`src/rtl/core_link_pkg.sv`:
```
// Shared constants for the core-to-core byte link: status byte layout,
// default depth and the value presented on the data port when the FIFO is empty.
package core_link_pkg;

    localparam int ST_EMPTY     = 7;
    localparam int ST_FULL      = 6;
    localparam int ST_OVF       = 5;
    localparam int ST_UNF       = 4;
    localparam int ST_CNT_MSB   = 3;
    localparam int ST_CNT_LSB   = 0;

    localparam int DEPTH_DEFAULT = 8;

    localparam logic [7:0] EMPTY_DATA = 8'h00;

endpackage

```
`src/rtl/strobe_fall_detect.sv`:
```
// Turns an active-low core strobe into a single-cycle event; a strobe held
// low for several cycles still yields exactly one event.
module strobe_fall_detect (
    input  logic clk,
    input  logic reset,
    input  logic strobe_n,
    output logic fall
);

    logic prev;

    always_ff @(posedge clk or posedge reset) begin
        if (reset) prev <= 1'b1;
        else       prev <= strobe_n;
    end

    assign fall = prev & ~strobe_n;

endmodule

```
`src/rtl/core_link_fifo.sv`:
```
// Byte FIFO linking a producer core's output port to a consumer core's input
// ports; the head byte and a status byte are both readable by the consumer.
module core_link_fifo
    import core_link_pkg::*;
#(
    parameter int DEPTH = DEPTH_DEFAULT
) (
    input  logic       clk,
    input  logic       reset,
    input  logic [7:0] wr_data,
    input  logic       wr_strobe_n,
    input  logic       rd_strobe_n,
    input  logic       stat_strobe_n,
    output logic [7:0] rd_data,
    output logic [7:0] status
);

    localparam int         PW        = $clog2(DEPTH);
    localparam logic [3:0] DEPTH_CNT = 4'(DEPTH);

    // Strobe protocol: each active-low strobe is a request; its falling edge
    // (low now, high last cycle) is the single event acted on, with no ready.
    logic wr_ev, rd_ev, stat_ev;

    strobe_fall_detect u_wr_det   (.clk(clk), .reset(reset), .strobe_n(wr_strobe_n),   .fall(wr_ev));
    strobe_fall_detect u_rd_det   (.clk(clk), .reset(reset), .strobe_n(rd_strobe_n),   .fall(rd_ev));
    strobe_fall_detect u_stat_det (.clk(clk), .reset(reset), .strobe_n(stat_strobe_n), .fall(stat_ev));

    logic [7:0]    mem [DEPTH];
    logic [PW-1:0] wr_ptr, rd_ptr;
    logic [3:0]    count;
    logic          overflow, underflow;

    logic is_empty, is_full;
    logic do_push, do_pop, ovf_set, unf_set;

    assign is_empty = (count == 4'd0);
    assign is_full  = (count == DEPTH_CNT);

    // A pop in the same cycle frees the slot, so a push into a full FIFO still lands.
    assign do_push = wr_ev & (~is_full | rd_ev);
    assign do_pop  = rd_ev & ~is_empty;
    assign ovf_set = wr_ev & is_full & ~rd_ev;
    assign unf_set = rd_ev & is_empty;

    always_ff @(posedge clk) begin
        if (do_push) mem[wr_ptr] <= wr_data;
    end

    always_ff @(posedge clk or posedge reset) begin
        if (reset) begin
            wr_ptr    <= '0;
            rd_ptr    <= '0;
            count     <= 4'd0;
            overflow  <= 1'b0;
            underflow <= 1'b0;
        end else begin
            if (do_push) wr_ptr <= wr_ptr + PW'(1);
            if (do_pop)  rd_ptr <= rd_ptr + PW'(1);
            case ({do_push, do_pop})
                2'b10:   count <= count + 4'd1;
                2'b01:   count <= count - 4'd1;
                default: count <= count;
            endcase
            // Set wins over a read-to-clear in the same cycle.
            overflow  <= ovf_set | (overflow  & ~stat_ev);
            underflow <= unf_set | (underflow & ~stat_ev);
        end
    end

    always_comb begin
        rd_data = is_empty ? EMPTY_DATA : mem[rd_ptr];
        status  = 8'h00;
        status[ST_EMPTY] = is_empty;
        status[ST_FULL]  = is_full;
        status[ST_OVF]   = overflow;
        status[ST_UNF]   = underflow;
        status[ST_CNT_MSB:ST_CNT_LSB] = count;
    end

endmodule

```
`config.mk`:
```
export PLATFORM = sky130hd
export DESIGN_NAME = core_link_fifo
export DESIGN_NICKNAME = d
export VERILOG_FILES = /design/src/rtl/core_link_pkg.sv /design/src/rtl/strobe_fall_detect.sv /design/src/rtl/core_link_fifo.sv
export SDC_FILE = /design/constraint.sdc
export NUM_CORES = 1
export LEC_CHECK = 0
export BUFFER_PORTS_ARGS = -buffer_cell sky130_fd_sc_hd__buf_2
export CORE_MARGIN = 2
export CORE_UTILIZATION = 55
export CTS_CLUSTER_DIAMETER = 30
export DETAILED_ROUTE_END_ITERATION = 16
export PLACE_DENSITY = 0.74
export SYNTH_ARGS = -nofsm -noshare
export SYNTH_HDL_FRONTEND = slang
export SYNTH_SLANG_ARGS = --single-unit
```
`constraint.sdc`:
```
create_clock -name clk -period 3.05 [get_ports clk]
set_input_delay 0.1525 -clock clk [delete_from_list [all_inputs] [get_ports clk]]
set_output_delay 0.1525 -clock clk [all_outputs]
set_load 0.005 [all_outputs]
```
== Word level (Yosys, flattened, before mapping) ==
Memory sizes are Yosys's and may differ from the RTL's.
Index checks and enable logic that the tools add are counted.
Storage, ports and cells
  output and inout bits: 16
  memories: 1
  RAM bits: 64
  bits in registers: 15
  ROM bits: 0
  latch bits: 0
Cells by class
  equal/unequal tests: 3
  multiplexer cells: 4
  divide/modulo/power cells: 0
  multipliers: 0
  reduce and logical (&&, ||, !) cells: 2
  add/subtract/negate cells: 4
  bitwise operators: 20
  shift-type cells: 0
  order comparisons: 0
Memories
  mem: words 8, width 8, rd ports 1, clocked after memory_dff 0, write ports 1, RTL line core_link_fifo.sv:29  | logic [7:0] mem [DEPTH];
Operator list (count)
  bitwise AND 1 bit: 10
  2-to-1 mux 8 bit: 1
  one-hot mux 4 bit (2 select lines): 1
  NOT 1 bit: 7
  adder 3 x 1 -> 3 bit, second input constant: 2
  adder 4 x 1 -> 4 bit, second input constant: 1
  == test 4 bit, second input constant: 1
  zero test 4 bit: 1
  subtractor 4 x 1 -> 4 bit, second input constant: 1
  OR 1 bit: 3
  == test 2 x 1 -> 1 bit, second input constant: 1
  == test 2 bit, second input constant: 1
  2-to-1 mux 1 bit: 2
  nonzero test 2 bit: 1

== Longest topological paths before layout ==
  depth in word-level cells: 6
  mapped depth: 11
  gate-level depth less buffers: 10

== By module ==
A second synthesis with hierarchy kept.
Second synthesis, totals
  cells, all modules: 210
  area total of the unflattened synthesis: 3370.7 sq um
By module, submodules not included
  core_link_fifo: instances 1, cells each 201, area each 3239.4 sq um
  strobe_fall_detect: instances 3, cells each 3, area each 43.8 sq um

== Least setup slack after synthesis ==
No wires, ideal clock.
  path kind: flip-flop to flip-flop
  from: register count[1]
  to: register count[3]
  setup time: 0.090 ns
  data arrival time: 2.541 ns
  path buffers: 2
  stages on the path, launching flop included: 11
  path slack: 0.419 ns
  path through: dfrtp_1 -> buf_6 -> or4b_4 -> inv_2 -> a21oi_2 -> inv_1 -> ha_1 -> clkbuf_1 -> or4b_2 -> a21o_1 -> o221ai_1
On the way
  word-level cells in the longest chain between the ends: 6
RTL lines
  from (decl): RTL line core_link_fifo.sv:31  | logic [3:0] count;
  from (signal assigned): RTL line core_link_fifo.sv:61  | 2'b10: count <= count + 4'd1;
  from (signal assigned): RTL line core_link_fifo.sv:62  | 2'b01: count <= count - 4'd1;
  from (signal assigned): RTL line core_link_fifo.sv:63  | default: count <= count;
  == test 4 bit *: RTL line core_link_fifo.sv:38  | assign is_full = (count == DEPTH_CNT);
  net is_full: RTL line core_link_fifo.sv:34  | logic is_empty, is_full;
  NOT 1 bit *: RTL line core_link_fifo.sv:41  | assign do_push = wr_ev & (~is_full | rd_ev);
  OR 1 bit *: RTL line core_link_fifo.sv:41
  bitwise AND 1 bit *: RTL line core_link_fifo.sv:41
  == test 2 x 1 -> 1 bit / == test 2 bit (equally long branches): RTL line core_link_fifo.sv:60  | case ({do_push, do_pop})
  one-hot mux 4 bit (2 select lines) / nonzero test 2 bit (equally long branches)
The timed path passes the listed nets; every way through them passes the cells marked *.
A chain may end at the register's enable or synchronous reset.

== Final worst setup path ==
  from: register count[0]
  to: register count[3]
On the way
  word-level cells in the longest chain between the ends: 6
RTL lines (RTL line)
  == test 4 bit: core_link_fifo.sv:38
  NOT 1 bit: core_link_fifo.sv:41
  OR 1 bit: core_link_fifo.sv:41
  bitwise AND 1 bit: core_link_fifo.sv:41
  == test 2 x 1 -> 1 bit / == test 2 bit (equally long branches): core_link_fifo.sv:60
  one-hot mux 4 bit (2 select lines) / nonzero test 2 bit (equally long branches)
Several ways; a longest one is shown, not always the timed one.

==> flow_summary_export.csv <==
group,metric,value,unit
outcome,status,"finished, final reports clean",
setup_path,start_kind,"register",
routing,detail-route-antenna-nets,0,
power_and_ir_drop,p_per_area,830,nW/um2
synth,synth_async_sr_flop_share,19.0,%
floorplan,die_h,81.9,um
finish,final_area,3740,um2
placed_design,dpl_cell_area,3550,um2
timing,grt_setup_unrepaired,"false",
setup_path,critPathKind,"register to register",
setup_path,worstPathRequired,3.25,ns
clock_network,cts.path.max_buffers,2,
timing,period_needed,2.71,ns
placed_design,portBuffers,28,
placed_design,hpwl,3680,um
global_route,grt_pass1_vias,1789,
clock_network,path_clk_slew,0.07,ns
finish,nets,260,
finish,drive_above_1_share,24.4,%
clock_network,htreeDepth,3,
synth,ys_types,44,
routing,drc_errors,0,
setup_path,crit_arrival,2.91,ns
synth,yosysWarnings,0,
timing,fmax,0.368,GHz
hold_path,hp-class,"primary input to register",
floorplan,fp.dieW,81.9,um
clock_network,root_buffer,"clkbuf_8",
routing,wirelength,5790,um
synth,synth_area,3340,um2
routing,wl_per_cell,18.0,um
routing,first_pass_iters,4,
routing,drtIter0Drc,123,
timing,timing_hold_violations_final,0,
synth,ys_seq_elements,79,
global_route,grt-ovfl-total,0,
clock_network,cts_buffers,9,
timing,min_period_over_period,89.0,%
floorplan,start_util,56.7,%
floorplan,io_pins,29,
global_route,grt_use_total,19.4,%
finish,fin_util,63.6,%
timing,tns,0,ns
setup_path,crit_fanout,8,
timing,worst_pin_slew,1.05,ns
clock_network,post_cts_resized,0,
clock_network,cts_sinks,79,
global_route,antenna_found_initial,0,
timing,fin_skew,0.00436,ns
timing,setup_viol,0,
routing,num_vias,1827,
timing,slew_violations,0,
global_route,grt_pass1_wl,9030,um
flow_run,cap_viol_max_count,0,
synth,avgSynthCellArea,16.3,um2
power_and_ir_drop,irDropWorstVdd,0.000459,V
synth,syn_inst,205,
floorplan,core_area,5890,um2
clock_network,insertion_delay,0.34,ns
placed_design,gp_congestion,0.750,
timing,maxSlewHeadroom,29.4,%
synth,synth-seq-area-share,69.0,%
floorplan,fp-row-count,28,
clock_network,cts_tree,"done",
clock_network,postCtsSetupBuffers,0,
routing,avgViaCountPerCell,5.69,
synth,ys.flop_type,"edfxtp_1",
finish,num_antenna_cells,0,
synth,synthesis.nets,223,
global_route,grt_max_degree,28,
synth,synth_edf_count,64,
power_and_ir_drop,leakage,1.41,nW
floorplan,die-area,6700,um2
finish,synthToLayoutAreaGrowth,12.2,%
setup_path,critPathCaptureType,"register",
power_and_ir_drop,p_total,3.11,mW
-- cell usage in the layout, fill, tap and decap left out, types with 2 or more instances in the layout --
cell type | synthesis | routed
edfxtp_1 | 64 | 64
mux2i_1 | 33 | 33
buf_2 | 1 | 28
dfrtp_1 | 12 | 11
clkbuf_8 | 0 | 9
a221o_1 | 8 | 8
a221oi_1 | 8 | 8
buf_4 | 7 | 8
nor2_1 | 6 | 6
nor2b_1 | 5 | 5
ha_1 | 5 | 5
inv_1 | 4 | 4
xnor2_1 | 4 | 4
nor3_1 | 4 | 4
dlygate4sd3_1 | 0 | 4
nor4_2 | 0 | 3
xor2_1 | 3 | 3
clkbuf_1 | 2 | 3
clkinv_1 | 0 | 3
dfstp_2 | 3 | 3
mux2_2 | 2 | 2
nand2b_1 | 2 | 2
nand2_1 | 2 | 2
a22o_1 | 2 | 2
-- report_power, final --
| part | internal, mW | leakage (nW) | switching, mW |
|---|---|---|---|
| registers | 1.32 | 0.754 | 0.229 |
| logic | 0.509 | 0.587 | 0.445 |
| clock network | 0.284 | 0.0730 | 0.325 |
| total | 2.11 | 1.41 | 0.999 |
-- path summary, 6_finish.rpt --
kind                            startpoint        end  slack (ns)  depth (start not counted)
worst max-delay path              count[0]   count[3]        0.34                          8
worst min-delay path            wr_data[7]  mem[4][7]        0.08                          1
worst max register to register    count[0]   count[3]        0.34                          8
worst min register to register    overflow   overflow        0.51                          1
max in group asynchronous            reset  rd_ptr[0]        2.24                          3
min in group asynchronous            reset  underflow        0.41                          3
-- per-layer routing --
metal / global-route usage (%) / vias up / part of all wire [%]
met4: 7.33 / 0 / 1.3
met2: 31.7 / 33 / 52
li1: - / 877 / -
met1: 24.1 / 910 / 44
met5: 0 / - / 0
met3: 6.26 / 7 / 3.4
-- logic make-up after synthesis --
family / share of synthesized area [%]
and+or+nand+nor: 5.81
xor gates and xnor gates: 1.84
adders and majority gates: 1.88
AOI/OAI and AO/OA: 7.05
muxes: 11.0
buffers and inverters: 3.41
DFF: 69.0
-- state kept, by name, summed over array words and instances (netlist names) --
signal / cells
mem: 64
count: 4
rd_ptr: 3
wr_ptr: 3
overflow: 1
u_rd_det.prev: 1
u_stat_det.prev: 1
u_wr_det.prev: 1
underflow: 1
-- repair_timing --
item                                    CTS  global route
hold buffers                              4             0
endpoints found under the setup margin    0             0
hold endpoints to repair                 15             0
-- layout make-up --
| class | count | area, um2 |
|---|---|---|
| Sequential cell | 79 | 2300 |
| Tap cell | 75 | 93.8 |
| Inverter | 5 | 18.8 |
| Fill cell | 442 | 2140 |
| Multi-Input combinational cell | 107 | 940 |
| Timing Repair Buffer | 40 | 240 |
| Clock inverter | 3 | 11.3 |
| Clock buffer | 12 | 135 |
-- through the flow --
step	std cells	hold WS [ns]	setup WS (ns)
after floorplan	205	0.0518	0.419
after global placement	302	0.234	0.432
after detailed placement	302	0.228	0.318
after CTS	321	0.0676	0.330
after global routing	321	0.0684	0.102
final	321	0.0782	0.336
-- critical path: stages, from the launching register on --
cell and delay (ns):
dfrtp_1 0.48, or4b_4 0.60, inv_2 0.08, a21oi_2 0.06, inv_1 0.11, ha_1 0.27, or3b_1 0.39, a2111oi_0 0.42
o221ai_1 0.18
-- cell usage after synthesis (all sizes together) (3+ instances only) --
master / instances / area share, %
a221o: 8 / 2.4
a221oi: 8 / 2.1
buf: 12 / 2.6
dfrtp: 12 / 9.0
dfstp: 3 / 2.4
edfxtp: 64 / 58
ha: 5 / 1.9
inv: 5 / 0.56
mux2: 3 / 1.1
mux2i: 33 / 9.9
nor2: 6 / 0.68
nor2b: 5 / 0.94
nor3: 4 / 0.60
nor4: 3 / 0.56
xnor2: 4 / 1.1
xor2: 3 / 0.79
No activity file was read; power rests on OpenSTA's default activity.
